### config.mk
export PLATFORM = sky130hd
export DESIGN_NAME = in_mem_arbiter
export DESIGN_NICKNAME = d
export VERILOG_FILES = /design/src/rtl/in_mem_arbiter.sv
export SDC_FILE = /design/constraint.sdc
export NUM_CORES = 1
export LEC_CHECK = 0
export BUFFER_PORTS_ARGS = -buffer_cell sky130_fd_sc_hd__buf_2
export CAP_MARGIN = 20
export CORE_UTILIZATION = 45
export CTS_CLUSTER_SIZE = 30
export DETAILED_ROUTE_END_ITERATION = 8
export PLACE_DENSITY_LB_ADDON = 0.08
export SYNTH_ARGS = -nofsm -noshare
export SYNTH_HDL_FRONTEND = slang
export SYNTH_SLANG_ARGS = --single-unit
### constraint.sdc
create_clock -name clk_sys -period 4.75 [get_ports clk_sys]
set_input_delay 0.95 -clock clk_sys [delete_from_list [all_inputs] [get_ports clk_sys]]
set_output_delay 0.95 -clock clk_sys [all_outputs]
set_load 0.03 [all_outputs]
### src/rtl/in_mem_arbiter.sv
// Arbiter sharing the single-port input-image BRAM between the core read port and the host port.
// Optional statistics counters are built when IN_MEM_ARB_STATS_EN is defined.
module in_mem_arbiter #(
  parameter int AW            = 12,
  parameter int HOST_MAX_WAIT = 8,
  parameter bit WRITE_PROTECT = 1'b1
) (
  input  logic          clk_sys,
  input  logic          rst_sys_n,
  input  logic          core_busy,
  input  logic          core_req,
  input  logic [AW-1:0] core_addr,
  output logic          core_gnt,
  output logic          core_rvalid,
  output logic [7:0]    core_rdata,
  input  logic          host_req,
  input  logic          host_we,
  input  logic [AW-1:0] host_addr,
  input  logic [7:0]    host_wdata,
  output logic          host_gnt,
  output logic          host_rvalid,
  output logic [7:0]    host_rdata,
  output logic          host_wr_drop,
  input  logic          clr_drop,
  output logic          mem_en,
  output logic          mem_we,
  output logic [AW-1:0] mem_addr,
  output logic [7:0]    mem_wdata,
  input  logic [7:0]    mem_rdata
`ifdef IN_MEM_ARB_STATS_EN
  ,
  input  logic          stats_clr,
  output logic [31:0]   conflict_cnt,
  output logic [31:0]   host_stall_cnt
`endif
);

  typedef enum logic {
    OWN_CORE = 1'b0,
    OWN_HOST = 1'b1
  } owner_e;

  owner_e        r_last_winner;
  owner_e        r_s1_owner;
  logic [7:0]    r_wait_cnt;
  logic          r_mem_en;
  logic          r_mem_we;
  logic [AW-1:0] r_mem_addr;
  logic [7:0]    r_mem_wdata;
  logic          r_s1_rd;
  logic          r_core_rvalid;
  logic          r_host_rvalid;
  logic          r_wr_drop;

  logic w_both;
  logic w_host_wins;
  logic w_any_gnt;
  logic w_drop;

  // Busy: core first, host forced through once it has waited HOST_MAX_WAIT. Idle: round-robin.
  always_comb begin
    w_both      = core_req & host_req;
    w_host_wins = host_req;
    if (w_both) begin
      if (core_busy) begin
        w_host_wins = (r_wait_cnt == 8'(HOST_MAX_WAIT));
      end else begin
        w_host_wins = (r_last_winner == OWN_CORE);
      end
    end
    core_gnt  = core_req & ~w_host_wins;
    host_gnt  = host_req & w_host_wins;
    w_any_gnt = core_gnt | host_gnt;
    w_drop    = host_gnt & host_we & core_busy & WRITE_PROTECT;
  end

  always_ff @(posedge clk_sys or negedge rst_sys_n) begin
    if (!rst_sys_n) begin
      r_wait_cnt    <= 8'd0;
      r_last_winner <= OWN_HOST;
    end else begin
      if (core_busy && w_both && core_gnt) begin
        r_wait_cnt <= r_wait_cnt + 8'd1;
      end else begin
        r_wait_cnt <= 8'd0;
      end
      if (core_gnt) begin
        r_last_winner <= OWN_CORE;
      end else if (host_gnt) begin
        r_last_winner <= OWN_HOST;
      end
    end
  end

  // Two-stage pipeline: BRAM command in T+1, owner-tagged read return in T+2.
  always_ff @(posedge clk_sys or negedge rst_sys_n) begin
    if (!rst_sys_n) begin
      r_mem_en      <= 1'b0;
      r_mem_we      <= 1'b0;
      r_mem_addr    <= '0;
      r_mem_wdata   <= 8'd0;
      r_s1_rd       <= 1'b0;
      r_s1_owner    <= OWN_CORE;
      r_core_rvalid <= 1'b0;
      r_host_rvalid <= 1'b0;
    end else begin
      r_mem_en   <= w_any_gnt & ~w_drop;
      r_mem_we   <= host_gnt & host_we & ~w_drop;
      r_s1_rd    <= core_gnt | (host_gnt & ~host_we);
      r_s1_owner <= host_gnt ? OWN_HOST : OWN_CORE;
      if (w_any_gnt) begin
        r_mem_addr <= core_gnt ? core_addr : host_addr;
      end
      if (host_gnt) begin
        r_mem_wdata <= host_wdata;
      end
      r_core_rvalid <= r_s1_rd & (r_s1_owner == OWN_CORE);
      r_host_rvalid <= r_s1_rd & (r_s1_owner == OWN_HOST);
    end
  end

  always_ff @(posedge clk_sys or negedge rst_sys_n) begin
    if (!rst_sys_n) begin
      r_wr_drop <= 1'b0;
    end else if (w_drop) begin
      r_wr_drop <= 1'b1;
    end else if (clr_drop) begin
      r_wr_drop <= 1'b0;
    end
  end

  assign mem_en       = r_mem_en;
  assign mem_we       = r_mem_we;
  assign mem_addr     = r_mem_addr;
  assign mem_wdata    = r_mem_wdata;
  assign core_rvalid  = r_core_rvalid;
  assign host_rvalid  = r_host_rvalid;
  assign core_rdata   = r_core_rvalid ? mem_rdata : 8'h00;
  assign host_rdata   = r_host_rvalid ? mem_rdata : 8'h00;
  assign host_wr_drop = r_wr_drop;

`ifdef IN_MEM_ARB_STATS_EN
  logic [31:0] r_conflict_cnt;
  logic [31:0] r_host_stall_cnt;

  always_ff @(posedge clk_sys or negedge rst_sys_n) begin
    if (!rst_sys_n) begin
      r_conflict_cnt   <= 32'd0;
      r_host_stall_cnt <= 32'd0;
    end else if (stats_clr) begin
      r_conflict_cnt   <= 32'd0;
      r_host_stall_cnt <= 32'd0;
    end else begin
      if (w_both && (r_conflict_cnt != 32'hFFFF_FFFF)) begin
        r_conflict_cnt <= r_conflict_cnt + 32'd1;
      end
      if (host_req && !host_gnt && (r_host_stall_cnt != 32'hFFFF_FFFF)) begin
        r_host_stall_cnt <= r_host_stall_cnt + 32'd1;
      end
    end
  end

  assign conflict_cnt   = r_conflict_cnt;
  assign host_stall_cnt = r_host_stall_cnt;
`else
  // Statistics counters are not built in this configuration.
`endif

endmodule

==> flow_results.xml <==
<?xml version="1.0" encoding="UTF-8"?>
<metrics>
  <group name="run_status">
    <metric name="outcome" unit="">finished, final reports clean</metric>
  </group>
  <group name="clocking">
    <metric name="hold_buffer_count_at_cts" unit="">0</metric>
    <metric name="cts.root.buffer_cell" unit="">sky130_fd_sc_hd__clkbuf_8</metric>
    <metric name="tritoncts.num_buffers" unit="">5</metric>
    <metric name="clkLatencyLatePin" unit="ps">280</metric>
    <metric name="cts-htree-levels" unit="">2</metric>
    <metric name="tritoncts_clock_tree" unit="">yes</metric>
    <metric name="numClockSinks" unit="">36</metric>
    <metric name="worst_setup_hold_path_clk_slew" unit="ps">60</metric>
    <metric name="cts_max_path_buffers" unit="">2</metric>
    <metric name="cts_resized" unit="">0</metric>
    <metric name="postCtsSetupRepairBufs" unit="">0</metric>
  </group>
  <group name="pwr">
    <metric name="vdd_drop_max" unit="mV">0.168</metric>
    <metric name="power_frac_comb" unit="%">27.6</metric>
    <metric name="power" unit="µW">802</metric>
    <metric name="power_share_of_the_sequential_group" unit="%">44.6</metric>
    <metric name="power.switching" unit="µW">275</metric>
    <metric name="cellInternalPower" unit="µW">527</metric>
    <metric name="clock_power_share" unit="%">27.8</metric>
    <metric name="power_density_over_the_cells" unit="mW/mm²">310</metric>
    <metric name="switching_part_of_the_total_power" unit="%">34.3</metric>
    <metric name="total_leakage_power" unit="nW">1.21</metric>
  </group>
  <group name="global_route">
    <metric name="globalRouteOverflowTotal" unit="">0</metric>
    <metric name="first_global_vias" unit="">1817</metric>
    <metric name="maximum_number_of_pins_on_one_net_before_global_route_repair" unit="">39</metric>
    <metric name="antenna_violations_before_repair" unit="">0</metric>
    <metric name="grt_pass1_wl" unit="mm">8.47</metric>
    <metric name="grt_usage" unit="%">22.3</metric>
  </group>
  <group name="die">
    <metric name="die_width" unit="µm">69.5</metric>
    <metric name="coreArea" unit="mm²">0.00435</metric>
    <metric name="design.die.area" unit="mm²">0.00483</metric>
    <metric name="num_rows" unit="">24</metric>
    <metric name="die_h" unit="µm">69.5</metric>
    <metric name="io_pins" unit="">90</metric>
    <metric name="initial_core_util" unit="%">47.1</metric>
  </group>
  <group name="logic_synthesis">
    <metric name="yosys.area_share.xor_xnor" unit="%">1.28</metric>
    <metric name="netlist.area_leader.share" unit="%">42.7</metric>
    <metric name="post-synth-top-count-cell" unit="">sky130_fd_sc_hd__dfrtp_1</metric>
    <metric name="post_synth_edffs" unit="">0</metric>
    <metric name="ys_seq_area_share" unit="%">44.0</metric>
    <metric name="post_synth_main_area_contributors" unit="">sky130_fd_sc_hd__dfrtp_1, sky130_fd_sc_hd__and2_1, sky130_fd_sc_hd__a211oi_1, sky130_fd_sc_hd__a311oi_1, sky130_fd_sc_hd__nand2_1</metric>
    <metric name="mappedNetlistArea" unit="mm²">0.00205</metric>
    <metric name="synth_async_sr_flop_share" unit="%">100</metric>
    <metric name="synth-adder-area-share" unit="%">1.22</metric>
    <metric name="synthDistinctLibCells" unit="">38</metric>
    <metric name="share_of_the_synthesized_area_in_compound_gates_ao_oa_aoi_oai" unit="%">25.8</metric>
    <metric name="synth-seq-cells" unit="">36</metric>
    <metric name="synthCells" unit="">215</metric>
    <metric name="ys.flop_type" unit="">sky130_fd_sc_hd__dfrtp_1</metric>
    <metric name="yosys.area_share.simple" unit="%">20.0</metric>
    <metric name="ys_top_cells_by_count" unit="">sky130_fd_sc_hd__dfrtp_1, sky130_fd_sc_hd__and2_1, sky130_fd_sc_hd__a211oi_1</metric>
    <metric name="synth_warnings" unit="">0</metric>
    <metric name="syn_avg_cell_area" unit="µm²">9.53</metric>
    <metric name="post-synth-top-area-cell" unit="">sky130_fd_sc_hd__dfrtp_1</metric>
    <metric name="muxShareOfSynthArea" unit="%">0.488</metric>
    <metric name="largest_family_of_logic_cells_by_synthesized_area" unit="">compound AO/OA/AOI/OAI gates</metric>
    <metric name="synthesis.nets" unit="">264</metric>
  </group>
  <group name="placed_design">
    <metric name="dpl_worst_slack" unit="ps">1310</metric>
    <metric name="routabilityCongestion" unit="">0.713</metric>
    <metric name="dp_hpwl" unit="mm">3.80</metric>
    <metric name="dpl_cells" unit="">341</metric>
    <metric name="placement.io_buffers" unit="">89</metric>
    <metric name="placed_cell_area" unit="mm²">0.00249</metric>
  </group>
  <group name="sta">
    <metric name="setup_slack" unit="ps">1300</metric>
    <metric name="rsz0062_at_grt" unit="">false</metric>
    <metric name="skew" unit="ps">4.67</metric>
    <metric name="setup-violations-final" unit="">0</metric>
    <metric name="min_period_over_period" unit="%">72.5</metric>
    <metric name="timing.fmax" unit="MHz">290</metric>
    <metric name="tightestPinTransition" unit="ps">807</metric>
    <metric name="drv_slew" unit="">0</metric>
    <metric name="final_hold_viol_count" unit="">0</metric>
    <metric name="max_slew_margin" unit="%">46.2</metric>
    <metric name="post-route-min-period" unit="ps">3450</metric>
    <metric name="hold_slack" unit="ps">416</metric>
    <metric name="timing.setup.tns" unit="ps">0</metric>
  </group>
  <group name="critical_path">
    <metric name="critPathArrivalTime" unit="ps">2500</metric>
    <metric name="cp.required" unit="ps">3800</metric>
    <metric name="crit_path_cell_trace" unit="">buf_2 -&gt; o21ai_0 -&gt; buf_4 -&gt; a21oi_1 -&gt; buf_4 -&gt; nor2_1 -&gt; buf_2</metric>
    <metric name="crit_type" unit="">primary input to output port</metric>
    <metric name="setup.worst_path.end_class" unit="">output port</metric>
    <metric name="critPathMaxStageDelay" unit="ps">360</metric>
    <metric name="timing.rr.start" unit="">r_wait_cnt[0]</metric>
    <metric name="origin_of_the_worst_setup_path" unit="">core_req</metric>
    <metric name="path_max_fanout" unit="">26</metric>
    <metric name="critical-path-top-delay-family" unit="">buffers and inverters</metric>
    <metric name="setup.worst_path.start_class" unit="">primary input</metric>
    <metric name="critical_path.n_buffers_inverters" unit="">4</metric>
    <metric name="critical_path.slowest_cell" unit="">sky130_fd_sc_hd__buf_2</metric>
  </group>
  <group name="finish">
    <metric name="layout.nets" unit="">345</metric>
    <metric name="final_cell_count_no_fill" unit="">349</metric>
    <metric name="utilization" unit="%">59.3</metric>
    <metric name="synthToLayoutAreaGrowth" unit="%">26.1</metric>
    <metric name="drive_gt1_share" unit="%">34.7</metric>
    <metric name="antenna_cells" unit="">0</metric>
    <metric name="final_area" unit="mm²">0.00258</metric>
  </group>
  <group name="drt">
    <metric name="detailroute.via_count" unit="">1961</metric>
    <metric name="detail_route.drc_violations" unit="">0</metric>
    <metric name="postRouteAntennaNets" unit="">0</metric>
    <metric name="route.detailed.vias_per_inst" unit="">5.62</metric>
    <metric name="detailedRoute.firstPassIterationCount" unit="">4</metric>
    <metric name="detailedRoute.firstIterationViolations" unit="">162</metric>
    <metric name="wl" unit="mm">5.25</metric>
    <metric name="average_wire_length_per_cell_after_detail_routing" unit="µm">15.0</metric>
  </group>
  <group name="min_path">
    <metric name="kind_of_path_behind_the_tightest_hold_check" unit="">flop to flop</metric>
    <metric name="min-delay-start" unit="">r_s1_owner</metric>
  </group>
  <group name="flow_run">
    <metric name="drv.max_cap_violation_count" unit="">0</metric>
  </group>
</metrics>
[power by group through the flow]
stage          clock [mW]  combinational (mW)  sequential [mW]
3_3_place_gp            0               0.220            0.363
6_report            0.223               0.221            0.358
3_5_place_dp            0               0.223            0.363
4_1_cts             0.229               0.223            0.357
2_1_floorplan           0              0.0909            0.413
5_1_grt             0.243               0.238            0.361
[layout by cell type, fill, tap and decap left out, drive strengths merged]
master and count:
or4b 1, nand3 5, clkbuf 8, or2 1
inv 18, and4bb 1, ha 2, o32ai 1
a311oi 11, a211oi 22, dfrtp 35, mux2i 1
xnor2 1, o21ai 5, or3 3, a21oi 6
nor2 8, o211ai 9, nor4b 2, nand4 1
xor2 2, buf 91, o2111ai 9, dfstp 1
nand4bb 1, a22o 1, and2 28, a31oi 1
nand2 19, a211o 1, o311a 1, nor2b 1
[kinds of logic (layout without fill, tap and decap cells)]
logic type      after synthesis  in the layout
mux                           1              1
simple gates                 71             71
flops                        36             36
fa+ha+maj                     2              2
xor+xnor                      3              3
compound gates               67             67
buf+inv                      35            117
[layout make-up]
type	count	area, µm²
Sequential cell	36	902
Tap cell	52	65.1
Timing Repair Buffer	91	460
Inverter	18	67.6
Clock buffer	8	90.1
Multi-Input combinational cell	144	998
Fill cell	374	1770
[layer usage]
| layer | part of all wire [%] | GRT usage [%] |
|---|---|---|
| met1 | 42 | 28.7 |
| met2 | 48 | 35.6 |
| met3 | 7.3 | 5.52 |
| met4 | 2.0 | 9.52 |
| met5 | 0 | 0 |
[path summary, 6_finish.rpt]
kind	to	slack (ps)	depth (start not counted)
worst min register to register	core_rvalid	420	1
worst min-delay path	core_rvalid	420	1
worst max register to register	mem_addr[0]	2570	5
max in group asynchronous	mem_we	3480	1
min in group asynchronous	mem_addr[11]	750	1
worst max-delay path	host_gnt	1300	7
[flip-flops by register name, indices dropped and copies added, names as in the netlist]
signal         count
mem_en             1
r_wait_cnt         8
r_s1_rd            1
host_rvalid        1
mem_wdata          8
core_rvalid        1
mem_addr          12
r_last_winner      1
mem_we             1
host_wr_drop       1
r_s1_owner         1
Note: power is estimated with default switching activity, not from simulation.
